==> config.mk <==
export PLATFORM = sky130hd
export DESIGN_NAME = axi_tdd_ng_sync_ctrl
export DESIGN_NICKNAME = d
export VERILOG_FILES = /design/src/rtl/axi_tdd_ng_pkg.sv /design/src/rtl/axi_tdd_ng_sync_edge.sv /design/src/rtl/axi_tdd_ng_sync_ctrl.sv
export SDC_FILE = /design/constraint.sdc
export NUM_CORES = 1
export LEC_CHECK = 0
export CAP_MARGIN = 10
export CELL_PAD_IN_SITES_DETAIL_PLACEMENT = 1
export CELL_PAD_IN_SITES_GLOBAL_PLACEMENT = 2
export CORE_UTILIZATION = 31
export DETAILED_ROUTE_END_ITERATION = 10
export PLACE_DENSITY = 0.85
export SETUP_SLACK_MARGIN = 0.4
export SLEW_MARGIN = 20
export SYNTH_ARGS = -nofsm -noshare
export SYNTH_HDL_FRONTEND = slang
export SYNTH_HIERARCHICAL = 1
export SYNTH_SLANG_ARGS = --single-unit
==> constraint.sdc <==
create_clock -name clk -period 4.9 [get_ports clk]
set_input_delay 0.49 -clock clk [delete_from_list [all_inputs] [get_ports clk]]
set_output_delay 0.49 -clock clk [all_outputs]
set_load 0.02 [all_outputs]
==> src/rtl/axi_tdd_ng_pkg.sv <==
// -----------------------------------------------------------------------------
// axi_tdd_ng_pkg
// Shared types and constants for the TDD frame-counter block.
//   state_t          : frame counter state, as seen by the sync sequencer
//   sync_cfg_state_t : shadow-config loader state
//   SYNC_EXT_CDC_STAGES : depth of the external sync synchronizer
// -----------------------------------------------------------------------------
package axi_tdd_ng_pkg;

    typedef enum logic [1:0] {
        IDLE    = 2'd0,
        ARMED   = 2'd1,
        RUNNING = 2'd2,
        WAITING = 2'd3
    } state_t;

    typedef enum logic {
        CFG_IDLE = 1'b0,
        CFG_WAIT = 1'b1
    } sync_cfg_state_t;

    localparam int SYNC_EXT_CDC_STAGES = 2;

endpackage

==> src/rtl/axi_tdd_ng_sync_edge.sv <==
// -----------------------------------------------------------------------------
// axi_tdd_ng_sync_edge
// Optional synchronizer followed by a registered rising-edge detector.
// Build option: AXI_TDD_NG_SYNC_EXT_CDC_EN adds a SYNC_EXT_CDC_STAGES-deep
// synchronizer in front of the edge register (pin treated as asynchronous).
// Ports:
//   clk, resetn : clock, synchronous active-low reset
//   din         : raw input level
//   en          : gates the edge output
//   rise        : one-cycle pulse on a rising edge of din (when en)
// -----------------------------------------------------------------------------
module axi_tdd_ng_sync_edge
    import axi_tdd_ng_pkg::*;
(
    input  logic clk,
    input  logic resetn,
    input  logic din,
    input  logic en,
    output logic rise
);

    logic din_s;

`ifdef AXI_TDD_NG_SYNC_EXT_CDC_EN
    logic [SYNC_EXT_CDC_STAGES-1:0] sync_q, sync_d;

    always_comb sync_d = {sync_q[SYNC_EXT_CDC_STAGES-2:0], din};

    always_ff @(posedge clk) begin
        if (!resetn) sync_q <= '0;
        else         sync_q <= sync_d;
    end

    assign din_s = sync_q[SYNC_EXT_CDC_STAGES-1];
`else
    assign din_s = din;
`endif

    // edge_q[0] registers the level, edge_q[1] is its previous value; the
    // detect is taken between the two so the pin always sees one register
    // before the compare.
    logic [1:0] edge_q, edge_d;

    always_comb edge_d = {edge_q[0], din_s};

    always_ff @(posedge clk) begin
        if (!resetn) edge_q <= '0;
        else         edge_q <= edge_d;
    end

    assign rise = en & edge_q[0] & ~edge_q[1];

endmodule

==> src/rtl/axi_tdd_ng_sync_ctrl.sv <==
// -----------------------------------------------------------------------------
// axi_tdd_ng_sync_ctrl
// Generates the single-cycle tdd_sync pulse from an internal periodic timer,
// an external sync pin and a software request, and holds shadow copies of
// the counter configuration that only update while the counter is IDLE,
// ARMED (without a sync in that cycle) or disabled.
// Build option: AXI_TDD_NG_SYNC_EXT_CDC_EN (2-FF synchronizer on sync_ext).
// Ports:
//   clk, resetn        : clock, synchronous active-low reset
//   tdd_enable         : global enable
//   tdd_cstate         : current frame counter state
//   sync_int_en/ext_en : source enables; sync_soft: software pulse
//   sync_ext           : external sync pin; sync_period: internal period
//   cfg_update, cfg_*  : config capture pulse and requested values
//   tdd_sync           : registered sync pulse
//   tdd_*              : shadowed config; cfg_pending: capture awaiting load
// -----------------------------------------------------------------------------
module axi_tdd_ng_sync_ctrl
    import axi_tdd_ng_pkg::*;
#(
    parameter int REGISTER_WIDTH    = 32,
    parameter int BURST_COUNT_WIDTH = 32,
    parameter int SYNC_COUNT_WIDTH  = 64
) (
    input  logic                         clk,
    input  logic                         resetn,
    input  logic                         tdd_enable,
    input  state_t                       tdd_cstate,
    input  logic                         sync_int_en,
    input  logic                         sync_ext_en,
    input  logic                         sync_soft,
    input  logic                         sync_ext,
    input  logic [SYNC_COUNT_WIDTH-1:0]  sync_period,
    input  logic                         cfg_update,
    input  logic [BURST_COUNT_WIDTH-1:0] cfg_burst_count,
    input  logic [REGISTER_WIDTH-1:0]    cfg_startup_delay,
    input  logic [REGISTER_WIDTH-1:0]    cfg_frame_length,
    output logic                         tdd_sync,
    output logic [BURST_COUNT_WIDTH-1:0] tdd_burst_count,
    output logic [REGISTER_WIDTH-1:0]    tdd_startup_delay,
    output logic [REGISTER_WIDTH-1:0]    tdd_frame_length,
    output logic                         cfg_pending
);

    // ---------------- sync sources ----------------
    logic [SYNC_COUNT_WIDTH-1:0] timer_q, timer_d;
    logic                        int_req, ext_req;
    logic                        tdd_sync_q, tdd_sync_d;

    always_comb begin
        timer_d = '0;
        int_req = 1'b0;
        if (tdd_enable && sync_int_en && (sync_period != '0)) begin
            // Exact compare: a period shrunk below the current count lets the
            // timer run through the full range before wrapping.
            if (timer_q == sync_period - SYNC_COUNT_WIDTH'(1)) begin
                int_req = 1'b1;
            end else begin
                timer_d = timer_q + SYNC_COUNT_WIDTH'(1);
            end
        end
    end

    axi_tdd_ng_sync_edge u_sync_ext_edge (
        .clk    (clk),
        .resetn (resetn),
        .din    (sync_ext),
        .en     (sync_ext_en),
        .rise   (ext_req)
    );

    always_comb tdd_sync_d = tdd_enable & (int_req | ext_req | sync_soft);

    // ---------------- shadow config ----------------
    sync_cfg_state_t              state_q, state_d;
    logic [BURST_COUNT_WIDTH-1:0] pend_burst_q, pend_burst_d;
    logic [REGISTER_WIDTH-1:0]    pend_delay_q, pend_delay_d;
    logic [REGISTER_WIDTH-1:0]    pend_frame_q, pend_frame_d;
    logic [BURST_COUNT_WIDTH-1:0] burst_q, burst_d;
    logic [REGISTER_WIDTH-1:0]    delay_q, delay_d;
    logic [REGISTER_WIDTH-1:0]    frame_q, frame_d;
    logic                         load_ok;

    // tdd_sync_q is the pulse the counter sees this cycle; an ARMED counter
    // receiving it is starting a burst, so the load must hold off.
    assign load_ok = !tdd_enable || (tdd_cstate == IDLE) ||
                     ((tdd_cstate == ARMED) && !tdd_sync_q);

    always_comb begin
        state_d      = state_q;
        pend_burst_d = pend_burst_q;
        pend_delay_d = pend_delay_q;
        pend_frame_d = pend_frame_q;
        burst_d      = burst_q;
        delay_d      = delay_q;
        frame_d      = frame_q;
        case (state_q)
            CFG_IDLE: begin
                if (cfg_update) state_d = CFG_WAIT;
            end
            CFG_WAIT: begin
                if (load_ok) begin
                    burst_d = pend_burst_q;
                    delay_d = pend_delay_q;
                    frame_d = pend_frame_q;
                    // A capture landing on the load cycle keeps us waiting.
                    if (!cfg_update) state_d = CFG_IDLE;
                end
            end
            default: state_d = CFG_IDLE;
        endcase
        if (cfg_update) begin
            pend_burst_d = cfg_burst_count;
            pend_delay_d = cfg_startup_delay;
            pend_frame_d = cfg_frame_length;
        end
    end

    always_ff @(posedge clk) begin
        if (!resetn) begin
            timer_q      <= '0;
            tdd_sync_q   <= 1'b0;
            state_q      <= CFG_IDLE;
            pend_burst_q <= '0;
            pend_delay_q <= '0;
            pend_frame_q <= '0;
            burst_q      <= '0;
            delay_q      <= '0;
            frame_q      <= '0;
        end else begin
            timer_q      <= timer_d;
            tdd_sync_q   <= tdd_sync_d;
            state_q      <= state_d;
            pend_burst_q <= pend_burst_d;
            pend_delay_q <= pend_delay_d;
            pend_frame_q <= pend_frame_d;
            burst_q      <= burst_d;
            delay_q      <= delay_d;
            frame_q      <= frame_d;
        end
    end

    assign tdd_sync          = tdd_sync_q;
    assign tdd_burst_count   = burst_q;
    assign tdd_startup_delay = delay_q;
    assign tdd_frame_length  = frame_q;
    assign cfg_pending       = (state_q == CFG_WAIT);

endmodule

=== Word-level counts from Yosys, hierarchy flattened ===
Cells that the tools add are included.
Widths: inputs -> output; s select.

* Muxes and demuxes: 5
* Multipliers: 0
* Shifts and indexed selects: 0
* Reduce and logical (&&, ||, !) cells: 11
* $lt $le $gt $ge: 0
* Equality and inequality tests: 2
* Divide/modulo/power cells: 0
* Bitwise operators: 9
* Add/subtract/negate cells: 2

{| class="wikitable"
|+ Operator list
! operator !! count
|-
| $add 64x1->64 const B || 1
|-
| $eq 64x64->1 || 1
|-
| $reduce_bool 64->1 || 1
|-
| $sub 64x1->64 const B || 1
|-
| $mux 1 || 4
|-
| $not 1->1 || 4
|-
| $and 1x1->1 || 3
|-
| $logic_and 1x1->1 || 3
|-
| $reduce_or 3->1 || 1
|-
| $eq 2x1->1 const B || 1
|-
| $logic_not 1->1 || 2
|-
| $logic_not 2->1 || 1
|-
| $logic_or 1x1->1 || 2
|-
| $or 1x1->1 || 2
|-
| $pmux 1 s2 || 1
|-
| $reduce_and 2->1 || 1
|}

* Latch bits: 0
* Logic and storage cells: 39
* Bits of input ports: 170
* Bits in read-only memories: 0
* Memory bits (writable): 0
* Output and inout bits: 98
* Bits in registers: 260
* Memories kept: 0

=== Depth between registers and ports, before layout ===
* Depth in word-level cells: 7
* Mapped depth: 14
* Mapped depth without buffers: 11

=== Hierarchy ===
The synthesis kept the hierarchy.

{| class="wikitable"
|+ Modules (own cells, without submodules)
! module !! area an instance (sq um) !! cells each !! times used !! seq. area each (sq um)
|-
| axi_tdd_ng_sync_ctrl || 12408.2 || 1405 || 1 || 5165.0
|-
| axi_tdd_ng_sync_edge || 61.3 || 5 || 1 || 40.0
|}

=== Worst setup path before layout ===
Ideal clock, no wire load.

* Path kind: input to register
* Start: input port sync_period[0]
* End: register timer_q[17]
* Required time: 4.761 ns
* Data arrival time: 4.003 ns
* Setup time: 0.139 ns
* Cell stages on the path: 14
* Slack: 0.757 ns
* Path buffers: 3
* Cell sequence: inv_1 -> ha_1 -> or4b_1 -> clkbuf_1 -> or3_1 -> clkbuf_1 -> nor4_1 -> nand3_1 -> xnor2_1 -> nor3b_1 -> nand4_2 -> nor4_4 -> buf_6 -> nor3_2

* Longest elaborated chain between the ends: 4
* Elaborated cells on any way between the ends: 6
* Classes of those cells: add/sub: 1; eq/ne: 1; bitwise: 1; reduce/logical: 3

{| class="wikitable"
|+ RTL lines
! what !! line !! text
|-
| start, declared || axi_tdd_ng_sync_ctrl.sv:33 || <nowiki>input logic [SYNC_COUNT_WIDTH-1:0] sync_period,</nowiki>
|-
| branches (longest 3 deep; another with $sub 64x1->64) || -- ||
|-
| $reduce_or 3->1 (no line) * || -- ||
|-
| end signal, assigned || axi_tdd_ng_sync_ctrl.sv:131 || <nowiki>timer_q <= timer_d;</nowiki>
|-
| end, declared || axi_tdd_ng_sync_ctrl.sv:46 || <nowiki>logic [SYNC_COUNT_WIDTH-1:0] timer_q, timer_d;</nowiki>
|}

Mark *: on every way between the ends.
A chain may end at the register's enable or synchronous reset.

=== Worst setup path after layout ===
* Start: input port sync_period[0]
* End: register timer_q[4]

The elaborated chain is that of the path after synthesis.

==> qor.csv <==
stage;metric;value;unit
routing;ant_nets;0;
clocking;cts_resized;0;
synth;ys.flop_type;dfxtp_1;
routing;num_vias;10734;
min_path;hold_path_class;reg -> reg;
clocking;cts_setup_buffers;0;
sta;finalWorstSetupSlack;715.1;ps
critical_path;crit_family;simple AND/OR/NAND/NOR gates;
sta;rsz0062_at_grt;false;
critical_path;worstPathRequired;5320;ps
synth;synth_top_area_frac;0.4174;
synth;postSynth.asyncResetShare;0;
global_routing;grtUsageMet2;0.3217;
synth;yosysTopAreaCell;dfxtp_1;
die;fp.coreArea;39730;sq um
synth;synth_area_leaders;dfxtp_1, mux2i_1, nand2_1;
critical_path;arrival;4610;ps
routing;drc_errors;0;
die;rows;73;
sta;period_share;0.8541;
cells_and_area;nets;1819;
sta;clock_skew;17.85;ps
sta;drv_slew;0;
power;powerDensity;306.4;nW/um^2
synth;synth_seq_area_share;0.4174;
outcome;status;finished, final reports clean;
clocking;cts_buffers;29;
sta;tightest_slew;1074;ps
clocking;clockBufferDepth;3;
place;place.gp.congestion;0.9632;
place;io_buffer_count;267;
clocking;cts.root.buffer_cell;clkbuf_16;
cells_and_area;area_growth;33.87;%
place;pre_cts_ws;177.4;ps
global_routing;grt_use_met1;0.2532;
flow_run;max_cap_viol_count;0;
critical_path;cp_num_buf_inv;3;
critical_path;path_class;in -> reg;
routing;vias_per_cell;4.886;
cells_and_area;nFillCells;4530;
routing;totalWireLength;40360;um
synth;synth_edf_count;0;
global_routing;grt-ovfl-total;0;
global_routing;grt_most_used_layer;met2;
synth;synthDistinctLibCells;56;
cells_and_area;drive_gt1_frac;0.06651;
synth;syn_area_per_cell;8.844;sq um
critical_path;cp_cell_sequence;clkdlybuf4s50_1 > inv_1 > ha_1 > or4b_1 > or3_1 > or4_1 > nor4_1 > nor2_1 > nor3b_1 > nand4_2 > nor4_4 > buf_12 > nor3_1;
synth;synth_most_common_cell;dfxtp_1;
global_routing;antenna_found_initial;5;
critical_path;endpoint_kind;flip-flop;
clocking;htreeDepth;1;
critical_path;critPathMaxFanout;64;
die;die-height;202.6;um
global_routing;grtUsageMet3;0.03242;
die;die_w;202.6;um
clocking;clock_latency;560;ps
synth;yosys_warnings;6;
synth;syn_area;12470;sq um
synth;synth_top_cells_by_count;dfxtp_1, nand2_1, xnor2_1;
critical_path;cpMaxStageDelayCell;or4b_1;
power;peakVddDrop;0.2800;mV
critical_path;max_stage_delay;620;ps
synth;mappedNetlistNets;1582;
synth;ys_ff_latch;260;
sta;period_needed;4185;ps
die;ioPinCount;268;
die;die_area;41030;sq um
global_routing;grt_pass1_vias;10986;
power;p_leak;5.728;nW
sta;slew_headroom;0.2784;
die;initial_core_util;0.3138;
sta;setup_violations;0;
clocking;holdBufCountCts;0;
global_routing;grt_max_degree;83;
synth;syn_inst;1410;
sta;finalSetupTns;0;ps
routing;dr.pass1.iters;4;
sta;timing.fmax;239.0;MHz
sta;finalHoldViolCount;0;
global_routing;grt_usage;0.1928;
global_routing;grt_pass1_wl;62990;um
clocking;clk_pin_slew;60;ps
place;dp_hpwl;29630;um
clocking;cts.sinks;260;
critical_path;cp-start-kind;input pin;
routing;wl_per_cell;18.37;um
clocking;cts_tree;yes;
routing;drt_iter0_drc;468;
[flip-flops by register name (all words and copies together), names as in the netlist]
register                cells
tdd_burst_count            32
pend_frame_q               32
pend_burst_q               32
tdd_sync                    1
cfg_pending                 1
pend_delay_q               32
u_sync_ext_edge/edge_q      2
tdd_startup_delay          32
timer_q                    64
tdd_frame_length           32
[layout by cell type (no fill, tap or decap), drive strengths merged, types with 8 or more instances in the layout]
| master | n |
|---|---|
| a21boi | 96 |
| a21oi | 11 |
| and2 | 8 |
| and3 | 10 |
| and4 | 11 |
| buf | 21 |
| clkbuf | 39 |
| clkdlybuf4s50 | 265 |
| dfxtp | 260 |
| inv | 14 |
| mux2i | 98 |
| nand2 | 247 |
| nand3 | 37 |
| nand4 | 21 |
| nor2 | 51 |
| nor2b | 100 |
| nor3 | 87 |
| nor4 | 30 |
| o21ai | 8 |
| or3 | 13 |
| or4 | 13 |
| xnor2 | 101 |
| xor2 | 60 |
[stage by stage]
| stage | instance area [sq um] | power, mW | cells | hold slack, ps | util |
|---|---|---|---|---|---|
| floorplan | 12470 | 2.518 | 1410 | 422.1 | - |
| global placement | 15640 | 2.791 | 2141 | 436.1 | 0.3936 |
| detailed placement | 15640 | 2.802 | 2141 | 443.5 | 0.3936 |
| CTS | 16680 | 5.197 | 2194 | 461.5 | 0.4199 |
| global route | 16690 | 5.321 | 2197 | 471.0 | 0.4201 |
| finish | 16690 | 5.115 | 2197 | 457.2 | 0.4201 |
[per-layer routing]
| metal | vias to the layer above | routed length (um) |
|---|---|---|
| li1 | 5272 | - |
| met1 | 5123 | 18270 |
| met2 | 264 | 18790 |
| met3 | 71 | 2159 |
| met4 | 4 | 1110 |
| met5 | - | 23 |
[worst paths after layout]
check | from | endpoint | slack (ps) | cells after the start
setup reg to reg | timer_q[0]$_SDFF_PP0_ | timer_q[56]$_SDFF_PP0_ | 1590 | 9
hold reg to reg | pend_frame_q[7]$_SDFFE_PN0P_ | tdd_frame_length[7]$_SDFFE_PN0P_ | 460 | 2
setup / recovery | sync_period[0] | timer_q[4]$_SDFF_PP0_ | 720 | 13
hold / removal | pend_frame_q[7]$_SDFFE_PN0P_ | tdd_frame_length[7]$_SDFFE_PN0P_ | 460 | 2
[worst min-delay path, stage by stage (launching register included)]
cell and delay, ps:
dfxtp_1 310, nand2_1 50, a21boi_0 60
[cell type report]
class / instances / area, sq um / area share
well taps: 525 / 656.9 / 0.03935
flip-flops and latches: 260 / 5205 / 0.3118
multi-input cells: 1057 / 6877 / 0.4120
clock buffers: 39 / 833.3 / 0.04992
diodes: 3 / 7.507 / 0.0004497
repair buffers: 286 / 2851 / 0.1708
inverters: 13 / 48.80 / 0.002923
clock inverters: 14 / 212.7 / 0.01274
[report_power, final]
| part | internal, mW | total, mW | switching (mW) |
|---|---|---|---|
| logic | 0.277 | 0.535 | 0.258 |
| clock network | 1.46 | 2.36 | 0.909 |
| registers | 2.18 | 2.22 | 0.0342 |
[logic make-up after synthesis]
group | count (synthesis) | share of synthesized area
flip-flops | 260 | 0.4174
multiplexers | 99 | 0.07957
AND/OR/NAND/NOR | 650 | 0.2714
XOR/XNOR | 161 | 0.1131
AO/OA/AOI/OAI | 145 | 0.08459
buffers and inverters | 93 | 0.03191
adder cells (fa/ha/maj) | 2 | 0.002007
Power figures use the tool's default switching activity.
